File: config.mk
export PLATFORM = sky130hd
export DESIGN_NAME = jump_ctrl_flat
export DESIGN_NICKNAME = d
export VERILOG_FILES = /design/src/rtl/jump_ctrl_if.sv /design/src/rtl/jump_ctrl.sv /design/src/flat_wrapper.sv
export SDC_FILE = /design/constraint.sdc
export NUM_CORES = 1
export LEC_CHECK = 0
export CAP_MARGIN = 20
export CORE_ASPECT_RATIO = 0.6
export CORE_MARGIN = 5
export CORE_UTILIZATION = 38
export DETAILED_ROUTE_END_ITERATION = 8
export HOLD_SLACK_MARGIN = 0.03
export PLACE_DENSITY = 0.59
export SLEW_MARGIN = 20
export SYNTH_ARGS = -nofsm -noshare
export SYNTH_HDL_FRONTEND = slang
export SYNTH_SLANG_ARGS = --single-unit
File: constraint.sdc
create_clock -name clk -period 2.9 [get_ports clk]
set_input_delay 0.435 -clock clk [delete_from_list [all_inputs] [get_ports clk]]
set_output_delay 0.435 -clock clk [all_outputs]
set_load 0.005 [all_outputs]
File: src/rtl/jump_ctrl_if.sv
// Bundle between the decode stage / program counter and the jump controller.
// Protocol: there is no backpressure. Every request (br_en, call_en, ret_en,
// lut_we) is a single-cycle strobe that is consumed at the next rising clock
// edge. The jump decision (absjump_en/target) responds combinationally in the
// same cycle. The stack status outputs reflect registered state only.
interface jump_ctrl_if #(
  parameter int D = 10,
  parameter int L = 5
);
  logic [D-1:0] prog_ctr;
  logic         br_en;
  logic         br_cond;
  logic         call_en;
  logic         ret_en;
  logic [L-1:0] br_idx;
  logic         lut_we;
  logic [L-1:0] lut_waddr;
  logic [D-1:0] lut_wdata;
  logic         absjump_en;
  logic [D-1:0] target;
  logic         stack_full;
  logic         stack_empty;
  logic         stack_err;

  modport master (
    output prog_ctr, br_en, br_cond, call_en, ret_en, br_idx,
           lut_we, lut_waddr, lut_wdata,
    input  absjump_en, target, stack_full, stack_empty, stack_err
  );

  modport slave (
    input  prog_ctr, br_en, br_cond, call_en, ret_en, br_idx,
           lut_we, lut_waddr, lut_wdata,
    output absjump_en, target, stack_full, stack_empty, stack_err
  );
endinterface

File: src/rtl/jump_ctrl.sv
// Jump controller: resolves branches through a programmable target LUT, and
// handles calls/returns through a small return-address stack. The jump
// decision is combinational, while the LUT and stack update on the clock edge.
module jump_ctrl #(
  parameter int D     = 10,
  parameter int L     = 5,
  parameter int DEPTH = 4
) (
  input logic        clk,
  input logic        reset,
  jump_ctrl_if.slave bus
);
  localparam int SPW = $clog2(DEPTH + 1);
  localparam int IW  = $clog2(DEPTH);

  logic [D-1:0]   lut_q   [2**L];
  logic [D-1:0]   stack_q [DEPTH];
  logic [SPW-1:0] sp_q, sp_d;
  logic           err_q, err_d;
  logic           push;
  logic           jump_en;
  logic [D-1:0]   jump_tgt;
  logic [D-1:0]   lut_rd;
  logic [IW-1:0]  top_idx;
  logic [IW-1:0]  push_idx;
  logic [D-1:0]   ret_addr;

  // The LUT read is combinational, so a same-cycle write is seen only from the next cycle.
  assign lut_rd   = lut_q[bus.br_idx];
  assign top_idx  = IW'(sp_q - 1'b1);
  assign push_idx = IW'(sp_q);
  assign ret_addr = bus.prog_ctr + 1'b1;

  // Decide the jump and the next stack state with priority ret > call > branch.
  always_comb begin
    jump_en  = 1'b0;
    jump_tgt = '0;
    sp_d     = sp_q;
    err_d    = err_q;
    push     = 1'b0;
    if (reset) begin
      // Outputs are held at zero, and any pending push/pop is dropped.
      jump_en  = 1'b0;
    end else if (bus.ret_en) begin
      if (sp_q != '0) begin
        jump_en  = 1'b1;
        jump_tgt = stack_q[top_idx];
        sp_d     = sp_q - 1'b1;
      end else begin
        err_d    = 1'b1;
      end
    end else if (bus.call_en) begin
      if (sp_q != SPW'(DEPTH)) begin
        jump_en  = 1'b1;
        jump_tgt = lut_rd;
        push     = 1'b1;
        sp_d     = sp_q + 1'b1;
      end else begin
        err_d    = 1'b1;
      end
    end else if (bus.br_en) begin
      jump_en  = bus.br_cond;
      jump_tgt = bus.br_cond ? lut_rd : '0;
    end
  end

  // Stack pointer, sticky error flag and LUT contents, all cleared by reset.
  always_ff @(posedge clk) begin
    if (reset) begin
      sp_q  <= '0;
      err_q <= 1'b0;
      for (int i = 0; i < 2**L; i++) lut_q[i] <= '0;
    end else begin
      sp_q  <= sp_d;
      err_q <= err_d;
      if (bus.lut_we) lut_q[bus.lut_waddr] <= bus.lut_wdata;
    end
  end

  // Return-address storage. It needs no reset because sp gates every read.
  always_ff @(posedge clk) begin
    if (push) stack_q[push_idx] <= ret_addr;
  end

  assign bus.absjump_en  = jump_en;
  assign bus.target      = jump_tgt;
  assign bus.stack_full  = (sp_q == SPW'(DEPTH));
  assign bus.stack_empty = (sp_q == '0);
  assign bus.stack_err   = err_q;
endmodule

File: src/flat_wrapper.sv
// flat-port wrapper written by rule: the top's interface ports become plain ports
module jump_ctrl_flat 
#(
  parameter int D     = 10,
  parameter int L     = 5,
  parameter int DEPTH = 4
)
  (clk, reset, bus_prog_ctr, bus_br_en, bus_br_cond, bus_call_en, bus_ret_en, bus_br_idx, bus_lut_we, bus_lut_waddr, bus_lut_wdata, bus_absjump_en, bus_target, bus_stack_full, bus_stack_empty, bus_stack_err);
  jump_ctrl_if #(.D(D), .L(L)) bus_i ();
  input logic clk;
  input logic reset;
  input wire logic [$bits(bus_i.prog_ctr)-1:0] bus_prog_ctr;
  input wire logic [$bits(bus_i.br_en)-1:0] bus_br_en;
  input wire logic [$bits(bus_i.br_cond)-1:0] bus_br_cond;
  input wire logic [$bits(bus_i.call_en)-1:0] bus_call_en;
  input wire logic [$bits(bus_i.ret_en)-1:0] bus_ret_en;
  input wire logic [$bits(bus_i.br_idx)-1:0] bus_br_idx;
  input wire logic [$bits(bus_i.lut_we)-1:0] bus_lut_we;
  input wire logic [$bits(bus_i.lut_waddr)-1:0] bus_lut_waddr;
  input wire logic [$bits(bus_i.lut_wdata)-1:0] bus_lut_wdata;
  output wire logic [$bits(bus_i.absjump_en)-1:0] bus_absjump_en;
  output wire logic [$bits(bus_i.target)-1:0] bus_target;
  output wire logic [$bits(bus_i.stack_full)-1:0] bus_stack_full;
  output wire logic [$bits(bus_i.stack_empty)-1:0] bus_stack_empty;
  output wire logic [$bits(bus_i.stack_err)-1:0] bus_stack_err;
  assign bus_i.prog_ctr = bus_prog_ctr;
  assign bus_i.br_en = bus_br_en;
  assign bus_i.br_cond = bus_br_cond;
  assign bus_i.call_en = bus_call_en;
  assign bus_i.ret_en = bus_ret_en;
  assign bus_i.br_idx = bus_br_idx;
  assign bus_i.lut_we = bus_lut_we;
  assign bus_i.lut_waddr = bus_lut_waddr;
  assign bus_i.lut_wdata = bus_lut_wdata;
  assign bus_absjump_en = bus_i.absjump_en;
  assign bus_target = bus_i.target;
  assign bus_stack_full = bus_i.stack_full;
  assign bus_stack_empty = bus_i.stack_empty;
  assign bus_stack_err = bus_i.stack_err;
  jump_ctrl #(.D(D), .L(L), .DEPTH(DEPTH)) u_core (.clk(clk), .reset(reset), .bus(bus_i));
endmodule
Word level (Yosys, flattened, before mapping). Memories as Yosys holds them, arrays and structs flattened. Index checks and enable logic that the tools add are counted.

Flip-flop bits (word level): 4. Memory bits (writable): 360. Bits of input ports: 37. Output and inout bits: 14. Memories: 2.

$add $sub $neg: 3. Equal/unequal tests: 5. Multiplexer cells: 34. Reduce and logical (&&, ||, !) cells: 7.

Memory list: u_core.lut_q (depth 32, bits a word 10, rd ports 1, clocked after Yosys merged registers in 0, wr ports 32, RTL line jump_ctrl.sv:16) `logic [D-1:0] lut_q [2**L];`; u_core.stack_q (depth 4, bits a word 10, rd ports 1, clocked after Yosys merged registers in 0, wr ports 1, RTL line jump_ctrl.sv:17) `logic [D-1:0] stack_q [DEPTH];`.

Operators by type and width (number): 10-bit two-way mux (8); 1-bit two-way mux (21); 3-bit two-way mux (4); 10-bit by 1-bit adder with 10-bit output, second input constant (1); 10-bit OR reduction (1); 3-bit AND reduction (2); 5-bit two-way mux (1); 2-bit inequality test, second input constant (2); 2-bit nonzero test (2); 3-bit by 1-bit adder with 3-bit output, second input constant (1); 3-bit == test, second input constant (1); 3-bit logical NOT (1); 3-bit inequality test, second input constant (1); 3-bit nonzero test (1); 3-bit by 1-bit subtractor with 3-bit output, second input constant (1); 2-bit by 1-bit inequality test with 1-bit output, second input constant (1).

Logic depth before layout (Yosys ltp).
Depth in word-level cells: 7. Mapped depth: 7. Depth with buffers taken out: 6.

Least setup slack after synthesis. OpenSTA, ideal clock, no wires.

Kind: register to output. Start point: reg u_core.sp_q[0]. End point: out bus_target[0]. Arrival time: 2.163 ns. Data required time: 2.465 ns. Path slack: 0.302 ns. Cell stages (with the launch flop): 8. Cell sequence: dfxtp_1 > buf_2 > inv_1 > ha_1 > clkbuf_1 > mux4_2 > o21ai_0 > a2111oi_2.

Cells in the longest elaborated chain, start to end: 5. Elaborated cells between the ends (all ways): 9. Classes of those cells: add/sub (1); eq/ne (1); mux (5); reduce/logical (1); memory (1).

RTL lines: start: declaration (RTL line jump_ctrl.sv:18) `logic [SPW-1:0] sp_q, sp_d;`; start signal: assignment (RTL line jump_ctrl.sv:74) `sp_q <= sp_d;`; 3-bit by 1-bit subtractor with 3-bit output / 3-bit inequality test (equally long branches) (RTL line jump_ctrl.sv:30, jump_ctrl.sv:53); memory read 4 x 10 bit / 10-bit two-way mux (equally long branches); 10-bit two-way mux, on equally long branches (RTL line jump_ctrl.sv:45, jump_ctrl.sv:52); 10-bit two-way mux (*) (RTL line jump_ctrl.sv:44) `end else if (bus.ret_en) begin`; 10-bit two-way mux (*) (RTL line jump_ctrl.sv:41) `if (reset) begin`; end: declaration (RTL line flat_wrapper.sv:22) `output wire logic [$bits(bus_i.target)-1:0] bus_target;`.

Mark *: on every way between the ends. The rest lies on a longest branch, timed or not.

Worst setup path in the final report.
Start point: in bus_br_idx[0]. End point: out bus_target[3].

Cells in the longest elaborated chain, start to end: 6. Elaborated cells between the ends (all ways): 7. Classes of those cells: mux (6); memory (1).

RTL lines: start: declaration (RTL line flat_wrapper.sv:17) `input wire logic [$bits(bus_i.br_idx)-1:0] bus_br_idx;`; memory read 32 x 10 bit (*); 10-bit two-way mux (RTL line jump_ctrl.sv:63) `jump_tgt = bus.br_cond ? lut_rd : '0;`; 10-bit two-way mux (RTL line jump_ctrl.sv:61) `end else if (bus.br_en) begin`; 10-bit two-way mux (*) (RTL line jump_ctrl.sv:52) `end else if (bus.call_en) begin`; 10-bit two-way mux (*) (RTL line jump_ctrl.sv:44); 10-bit two-way mux (*) (RTL line jump_ctrl.sv:41).

Marks and branches as above.

==> flow_summary.yaml <==
timing:
  finalSetupTns_ps: 0
  finalCritPeriodShare: 0.998
  hold_viol: 0
  slew_headroom: 0.432
  worstMarginPinSlew_ps: 849
  rsz0062_at_grt: "false"
  fmax_mhz: 346
  drv_slew: 0
  setup_violations: 0
  finClkSkew_ps: 14.4
  period_needed_ps: 2890
worst_setup_path:
  critPathKind: "in2out"
  endpoint_kind: "primary output"
  worstPathRequired_ps: 2470
  arrival_ps: 2460
  cp-start-kind: "input pin"
  crit_fanout: 11
power:
  sequentialPowerShare: 0.487
  pwr-share-comb: 0.170
  switching_share: 0.259
  clkPwrFrac: 0.343
  p_int_mw: 9.42
  power.net_switching_mw: 3.30
  ir_worst_vdd_uv: 364
  p_total_mw: 12.7
  leakagePower_nw: 7.24
  cellPowerDensity_nw_per_um2: 627
global_routing:
  gr-usage-met2: 0.269
  grt_use_met3: 0.0462
  grt_overflow: 0
  grt.busiest_layer: "met1"
  grt_pass1_vias: 10032
  grt_start_max_net_pins: 33
  grt_use_total: 0.192
  antenna_found_initial: 4
  grt_pass1_wl_mm: 70.4
  use_met1: 0.306
floorplanning:
  die-height_um: 175
  io_pins: 51
  num_rows: 60
  die_x_um: 285
  dieArea_sq_um: 49800
  start_util: 0.384
  core_area_sq_um: 44800
final_layout:
  drive_gt1_frac: 0.230
  final_nets: 1340
  synthToLayoutAreaGrowth_pct: 17.8
  final_common_cell: "edfxtp_1"
  diodes: 0
  layout_common_cells: "360 x edfxtp_1, 326 x and2_1, 119 x buf_4"
  utilization: 0.452
  fin_cells: 1913
clocking:
  clkTransAtPathRegs_ps: 70
  cts_root_buffer: "clkbuf_16"
  cts-buffers-inserted: 36
  cts_sinks: 364
  clock_latency_ps: 530
  h-tree-depth: 2
  cts_tree: "yes"
  clock_path_buffers: 3
place:
  gp_congestion: 0.950
  dp_hpwl_mm: 33.3
  placement.io_buffers: 50
  place_inst: 1842
routing:
  routed_wl_mm: 48.7
  viasPerCell: 5.35
  dr_total_vias: 10226
  ant_nets: 0
  drc: 0
  wl_per_cell_um: 25.5
  initialDrtViolationCount: 1082
  dr.pass1.iters: 5
synthesis:
  synth_compound_area_frac: 0.0322
  synth_warnings: 0
  synth_top_family_by_area: "simple AND/OR/NAND/NOR gates"
  synth_nets: 1224
  synth_fa_ha_area_frac: 0.00436
  yosys.area.top_type: "edfxtp_1"
  ys_top_cells_by_area: "edfxtp_1 63%, and2_1 12%, mux4_2 5.8%"
  yosys.area_share.simple: 0.170
  dominantRegCellSynth: "edfxtp_1"
  synthArstFlopShare: 0
  synth_area_per_cell_sq_um: 14.6
  synth_seq_cells: 364
  synth_top_area_share: 0.628
  synthXorXnorAreaFrac: 0.00611
  synth_cell_types: 52
  netlist_area_sq_um: 17200
  ys_seq_area_frac: 0.633
  synthMuxAreaShare: 0.124
  synth_cells: 1181
  synth-edff-count: 360
run_status:
  status: "completed"
worst_hold_path:
  hp-class: "reg2reg"
job:
  drv_cap: 0
==> critical path: stages <==
cell	delay, ps
buf_4	160
buf_12	160
buf_4	140
nor2b_1	350
buf_4	220
a22oi_1	80
buf_4	160
a21oi_1	340
a2111oi_4	100
dlygate4sd2_1	290
==> cell usage after synthesis (all sizes together) (4+ instances only) <==
cell type and instances:
mux4 60, mux2i 66, clkbuf 74, a22oi 27, buf 28, a21oi 12, mux2 6, a31oi 7
or2 39, o21ai 12, inv 7, ha 6, nand2 7, edfxtp 360, a2111oi 7, xnor2 7
nor2 43, and2 327, nor2b 6, nor4 4, xor2 5, dfxtp 4, nand3 16, nand2b 23
==> routing by layer <==
layer,wire length (um),vias up
li1,-,4547
met4,740,0
met3,4130,53
met5,0,-
met1,23700,5263
met2,20200,363
==> layout make-up <==
cell class / instances / area, sq um
clock inverters: 13 / 80.1
fillers: 3917 / 24500
multi-input cells: 708 / 5990
flip-flops and latches: 364 / 10900
repair buffers: 180 / 1570
inverters: 7 / 26.3
well taps: 589 / 737
clock buffers: 52 / 971
==> cell families (layout without fill, tap and decap cells) <==
kind of cell | after synthesis | in the layout
AOI/OAI and AO/OA | 75 | 75
xor gates and xnor gates | 12 | 12
buffers and inverters | 109 | 252
muxes | 132 | 132
and+or+nand+nor | 483 | 483
adders and majority gates | 6 | 6
DFF | 364 | 364
==> worst paths after layout <==
kind                                            from              endpoint  slack [ps]  cells after the start
worst max-delay path                   bus_br_idx[0]         bus_target[3]           6                     10
worst min-delay path            u_core.bus.stack_err  u_core.bus.stack_err         460                      2
worst max register to register        u_core.sp_q[1]  u_core.stack_q[2][8]         920                      6
worst min register to register  u_core.bus.stack_err  u_core.bus.stack_err         460                      2
==> power by group through the flow <==
stage	combinational [mW]	sequential, mW	clock, mW
after global routing	2.29	6.21	4.67
after CTS	2.10	6.18	4.44
after floorplan	0.983	6.26	0
after detailed placement	1.94	6.29	0
final	2.16	6.19	4.36
after global placement	1.92	6.29	0
==> timing repair <==
action	4_1_cts	5_1_grt
endpoints found under the setup margin	10	8
pin swaps	10	5
gates resized for setup	54	18
setup buffers	4	2
hold buffers	0	0
==> through the flow <==
stage / instance area, sq um / hold slack (ps) / setup WS [ps]
final: 20300 / 457 / 6.11
after global routing: 20300 / 473 / 1.06
after CTS: 20200 / 455 / -4.01
after detailed placement: 19000 / 444 / -422
after global placement: 19000 / 447 / -435
after floorplan: 17200 / 442 / 302
==> registers in the layout, summed over array words and instances, names as in the netlist <==
signal	flops
u_core.lut_q	320
u_core.stack_q	40
u_core.sp_q	3
u_core.bus.stack_err	1
(Power assumes the default switching activity.)
